==> config.mk <==
export PLATFORM = sky130hd
export DESIGN_NAME = fc_layer_ctrl
export DESIGN_NICKNAME = d
export VERILOG_FILES = /design/src/rtl/nn_pkg.sv /design/src/rtl/latency_timer.sv /design/src/rtl/fc_layer_ctrl.sv
export SDC_FILE = /design/constraint.sdc
export NUM_CORES = 1
export LEC_CHECK = 0
export CAP_MARGIN = 30
export CORE_UTILIZATION = 43
export DETAILED_ROUTE_END_ITERATION = 8
export PLACE_DENSITY = 0.87
export SLEW_MARGIN = 20
export SYNTH_ARGS = -nofsm -noshare
export SYNTH_HDL_FRONTEND = slang
export SYNTH_SLANG_ARGS = --single-unit
==> constraint.sdc <==
create_clock -name i_clk -period 2.07 [get_ports i_clk]
set_input_delay 0.414 -clock i_clk [delete_from_list [all_inputs] [get_ports i_clk]]
set_output_delay 0.414 -clock i_clk [all_outputs]
set_load 0.01 [all_outputs]
==> src/rtl/nn_pkg.sv <==
// Shared definitions for the 784-30-10 network: layer sequencer states,
// layer sizes and a sizing helper for the latency timer.
package nn_pkg;

    typedef enum logic [2:0] {
        IDLE,
        CLEAR,
        ACCUM,
        DRAIN,
        SQUASH,
        DONE
    } layer_state_t;

    localparam int N_IN  = 784;
    localparam int N_HID = 30;
    localparam int N_OUT = 10;

    // Width holding max(a,b)-1, never below one bit.
    function automatic int timer_width(input int a, input int b);
        int m;
        m = (a > b) ? a : b;
        return (m > 1) ? $clog2(m) : 1;
    endfunction

endpackage

==> src/rtl/latency_timer.sv <==
// Loadable down-counter with a zero flag; times the DRAIN and SQUASH phases.
module latency_timer #(
    parameter int W = 1
) (
    input  logic         i_clk,
    input  logic         i_rst,
    input  logic         i_load,
    input  logic [W-1:0] i_loadVal,
    input  logic         i_dec,
    output logic         o_zero
);

    logic [W-1:0] r_cnt;

    always_ff @(posedge i_clk or posedge i_rst) begin
        if (i_rst)
            r_cnt <= '0;
        else if (i_load)
            r_cnt <= i_loadVal;
        else if (i_dec && (r_cnt != '0))
            r_cnt <= r_cnt - W'(1);
    end

    assign o_zero = (r_cnt == '0);

endmodule

==> src/rtl/fc_layer_ctrl.sv <==
// Fully connected layer sequencer: clear, accumulate, drain, squash, done.
// Optional cycle counter enabled by defining FC_LAYER_CTRL_PERF_EN.
module fc_layer_ctrl
    import nn_pkg::*;
#(
    parameter int NoInputs   = N_IN,
    parameter int MacLatency = 2,
    parameter int SigLatency = 2,
    parameter int AddrWidth  = (NoInputs > 1) ? $clog2(NoInputs) : 1
) (
    input  logic                 i_clk,
    input  logic                 i_rst,
    input  logic                 i_start,
    input  logic                 i_hold,
    output logic [AddrWidth-1:0] o_inAddr,
    output logic                 o_macClear,
    output logic                 o_macEn,
    output logic                 o_sigEnable,
    output logic                 o_busy,
    output logic                 o_done,
    output logic [31:0]          o_perfCycles
);

    localparam int TW = timer_width(MacLatency, SigLatency);
    localparam logic [TW-1:0] DrainLd  = TW'((MacLatency > 0) ? MacLatency - 1 : 0);
    localparam logic [TW-1:0] SquashLd = TW'(SigLatency - 1);
    localparam logic [AddrWidth-1:0] LastAddr = AddrWidth'(NoInputs - 1);

    layer_state_t         r_state;
    logic [AddrWidth-1:0] r_inAddr;
    logic                 r_macClear, r_macEn, r_sigEnable, r_busy, r_done;

    logic          w_lastStep, w_tLoad, w_tDec, w_tZero;
    logic [TW-1:0] w_tVal;

    // inAddr always shows the next step to consume; macEn marks it consumed.
    assign w_lastStep = (r_state == ACCUM) && r_macEn && (r_inAddr == LastAddr);
    assign w_tLoad    = w_lastStep || ((r_state == DRAIN) && w_tZero);
    assign w_tVal     = ((r_state == DRAIN) || (MacLatency == 0)) ? SquashLd : DrainLd;
    assign w_tDec     = (r_state == DRAIN) || (r_state == SQUASH);

    latency_timer #(.W(TW)) u_timer (
        .i_clk     (i_clk),
        .i_rst     (i_rst),
        .i_load    (w_tLoad),
        .i_loadVal (w_tVal),
        .i_dec     (w_tDec),
        .o_zero    (w_tZero)
    );

    always_ff @(posedge i_clk or posedge i_rst) begin
        if (i_rst) begin
            r_state     <= IDLE;
            r_inAddr    <= '0;
            r_macClear  <= 1'b0;
            r_macEn     <= 1'b0;
            r_sigEnable <= 1'b0;
            r_busy      <= 1'b0;
            r_done      <= 1'b0;
        end else begin
            r_macClear  <= 1'b0;
            r_macEn     <= 1'b0;
            r_sigEnable <= 1'b0;
            r_done      <= 1'b0;
            case (r_state)
                IDLE: if (i_start) begin
                    r_state    <= CLEAR;
                    r_macClear <= 1'b1;
                    r_busy     <= 1'b1;
                end
                CLEAR: begin
                    r_state  <= ACCUM;
                    r_inAddr <= '0;
                    r_macEn  <= ~i_hold;
                end
                ACCUM: begin
                    if (w_lastStep) begin
                        if (MacLatency == 0) begin
                            r_state     <= SQUASH;
                            r_sigEnable <= 1'b1;
                        end else begin
                            r_state <= DRAIN;
                        end
                    end else begin
                        if (r_macEn)
                            r_inAddr <= r_inAddr + AddrWidth'(1);
                        r_macEn <= ~i_hold;
                    end
                end
                DRAIN: if (w_tZero) begin
                    r_state     <= SQUASH;
                    r_sigEnable <= 1'b1;
                end
                SQUASH: begin
                    if (w_tZero) begin
                        r_state  <= DONE;
                        r_done   <= 1'b1;
                        r_inAddr <= '0;
                    end else begin
                        r_sigEnable <= 1'b1;
                    end
                end
                DONE: begin
                    r_state <= IDLE;
                    r_busy  <= 1'b0;
                end
                default: begin
                    r_state <= IDLE;
                    r_busy  <= 1'b0;
                end
            endcase
        end
    end

    assign o_inAddr    = r_inAddr;
    assign o_macClear  = r_macClear;
    assign o_macEn     = r_macEn;
    assign o_sigEnable = r_sigEnable;
    assign o_busy      = r_busy;
    assign o_done      = r_done;

`ifdef FC_LAYER_CTRL_PERF_EN
    localparam logic [31:0] PerfMax = '1;
    logic [31:0] r_perfCnt, r_perfCycles;

    // Count includes the cycle being entered, so the DONE latch sees the full run.
    always_ff @(posedge i_clk or posedge i_rst) begin
        if (i_rst) begin
            r_perfCnt    <= '0;
            r_perfCycles <= '0;
        end else begin
            if ((r_state == IDLE) && i_start)
                r_perfCnt <= 32'd1;
            else if ((r_state != IDLE) && (r_perfCnt != PerfMax))
                r_perfCnt <= r_perfCnt + 32'd1;
            if ((r_state == SQUASH) && w_tZero)
                r_perfCycles <= (r_perfCnt == PerfMax) ? PerfMax : r_perfCnt + 32'd1;
        end
    end

    assign o_perfCycles = r_perfCycles;
`else
    assign o_perfCycles = '0;
`endif

endmodule

==> flow_metrics.env <==
export IMPL_cp_arrival_ns=2.09
export IMPL_ios=51
export IMPL_area_growth_pct=11.0
export IMPL_hold_class="input pin to async pin"
export IMPL_rows=19
export IMPL_dpl_hpwl_mm=1.82
export IMPL_crit_type="register to register"
export IMPL_finalCriticalPeriod_ns=1.87
export IMPL_initial_core_util=0.457
export IMPL_synth_cells=136
export IMPL_drv_cap=0
export IMPL_vias_per_cell=5.22
export IMPL_grt_first_pass_wirelength_mm=3.94
export IMPL_die_h_um=56.1
export IMPL_cts_sinks=19
export IMPL_seqCellArea_um2=475
export IMPL_required_ns=2.29
export IMPL_finalNetCount=163
export IMPL_syn_area_per_cell_um2=9.26
export IMPL_cts_max_path_buffers=2
export IMPL_grt_setup_unrepaired="false"
export IMPL_synth_most_common_cell="buf_4"
export IMPL_cts_root_buffer="clkbuf_4"
export IMPL_maxSlewHeadroom=0.453
export IMPL_synthArstFlopShare=1.00
export IMPL_port_buffers=18
export IMPL_ys_top_cells_by_count="32 x buf_4, 19 x dfrtp_1, 7 x o31ai_1"
export IMPL_ys_seq_area_frac=0.377
export IMPL_track_usage=0.155
export IMPL_grt_antenna_before_repair=0
export IMPL_gp_congestion=0.920
export IMPL_clkSlewWorstSetupHoldPaths_ns=0.12
export IMPL_overflow=0
export IMPL_ir_worst_vdd_mv=0.457
export IMPL_yosysTopAreaCell="dfrtp_1"
export IMPL_htree_levels=1
export IMPL_netlist_area_leader_share=0.377
export IMPL_yosysWarnings=0
export IMPL_multi_input_area_um2=618
export IMPL_syn_area_mm2=0.00126
export IMPL_vias=981
export IMPL_setup_worst_path_start_class="register"
export IMPL_grt_pass1_vias=883
export IMPL_setup_viol=0
export IMPL_cp_end_kind="register"
export IMPL_die_w_um=56.1
export IMPL_synthTopCellsByArea="dfrtp_1 38%, buf_4 19%, o31ai_1 4.2%"
export IMPL_diodes=0
export IMPL_finalCritPeriodShare=0.905
export IMPL_fin_cells=188
export IMPL_cp_slowest_cell="or3b_1"
export IMPL_synth_edf_count=0
export IMPL_synthFlopType="dfrtp_1"
export IMPL_path_cells="or3b_1 > nor4_4 > buf_4 > nor2_2 > a31oi_1"
export IMPL_drive_gt1_frac=0.0955
export IMPL_skew_ns=0.0108
export IMPL_drc=0
export IMPL_wl_per_cell_um=12.8
export IMPL_tns_ns=0
export IMPL_path_max_fanout=13
export IMPL_cts_buffers=3
export IMPL_grt_max_degree=20
export IMPL_maxClockFrequency_mhz=534
export IMPL_drt_pass1_iter_count=4
export IMPL_first_iter_violations=22
export IMPL_ys_ff_latch=19
export IMPL_ant_nets=0
export IMPL_holdWs_ns=0.417
export IMPL_dp_cells=183
export IMPL_cts_tree="yes"
export IMPL_slew_violations=0
export IMPL_leakage_nw=0.642
export IMPL_worstSkewPairLatency_ns=0.30
export IMPL_die_area_mm2=0.00315
export IMPL_status="finished clean"
export IMPL_cts_resized=0
export IMPL_finalHoldViolations=0
export IMPL_cpPeakStageDelay_ns=0.52
export IMPL_worst_slew_pin_slew_ns=0.814
export IMPL_fillerInstances=270
export IMPL_p_per_area_mw_per_mm2=707
export IMPL_coreArea_mm2=0.00276
export IMPL_wirelength_mm=2.41
export IMPL_synth_cell_types=40
metal layers:
metal  vias to the layer above  wire, µm  GRT usage
met5                         -         0          0
met4                         0        13     0.0314
met3                         2       141     0.0512
met2                        36      1230      0.264
met1                       477      1020      0.193
li1                        466         -          -
cells by family after synthesis:
logic type,count (synthesis),share of synthesized area
AOI/OAI and AO/OA,29,0.148
adders and majority gates,1,0.00993
buffers and inverters,41,0.224
DFF,19,0.377
muxes,1,0.00794
other,1,0.00298
and+or+nand+nor,44,0.229
sequential cells by signal (all words and copies together) (netlist names):
register       count
o_busy             1
o_macEn            1
r_state            3
o_done             1
o_sigEnable        1
u_timer.r_cnt      1
o_macClear         1
o_inAddr          10
worst max-delay path, delay by kind of cell (launching register included):
kind                   cells  cell delay (ns)
AOI/OAI and AO/OA          1             0.20
buffers and inverters      1             0.19
DFF                        1             0.51
and+or+nand+nor            3             0.88
area by class of cell:
type                       instances  area share
clock buffer                       3      0.0161
clock inverter                     1     0.00537
inverter                           3     0.00805
multi-input combinational        107       0.442
sequential                        19       0.340
tap                               31      0.0277
timing repair buffer              24       0.161
layout by cell type (no fill, tap or decap), drive strengths merged, types with 4 or more instances in the layout:
cell           instances
a31oi                  4
nor2                   6
o31ai                  7
o21ai                  9
nor3                   5
clkdlybuf4s50         18
buf                    6
nand2                  6
nand3                  4
conb                  32
dfrtp                 19
worst paths after layout:
| path | cells after the start | end | from | slack (ns) |
|---|---|---|---|---|
| setup / recovery | 5 | o_inAddr[5] | r_state[0] | 0.20 |
| hold / removal | 3 | o_inAddr[1] | i_rst | 0.42 |
| setup reg to reg | 5 | o_inAddr[5] | r_state[0] | 0.20 |
| hold reg to reg | 1 | o_busy | o_busy | 0.50 |
| max in group asynchronous | 3 | o_inAddr[9] | i_rst | 1.45 |
| min in group i_clk | 1 | o_busy | o_busy | 0.50 |
through the flow:
step / area (µm²) / setup WS (ns) / power [mW] / util
3_3_place_gp: 1360 / 0.250 / 0.803 / 0.494
2_1_floorplan: 1380 / 0.287 / 0.699 / -
4_1_cts: 1390 / 0.152 / 1.01 / 0.505
6_report: 1400 / 0.197 / 0.989 / 0.507
3_5_place_dp: 1360 / 0.200 / 0.810 / 0.494
5_1_grt: 1400 / 0.0146 / 1.06 / 0.507
report_power, final:
group	switching [mW]	total (mW)	internal [mW]
combinational	0.147	0.300	0.153
sequential	0.0746	0.496	0.422
clock	0.119	0.193	0.0735
total	0.341	0.989	0.648
what timing repair did:
action	4_1_cts	5_1_grt
endpoints found under the setup margin	0	1
hold endpoints to repair	0	0
buffers inserted	0	1
hold buffers	0	0
Power figures use the tool's default switching activity.
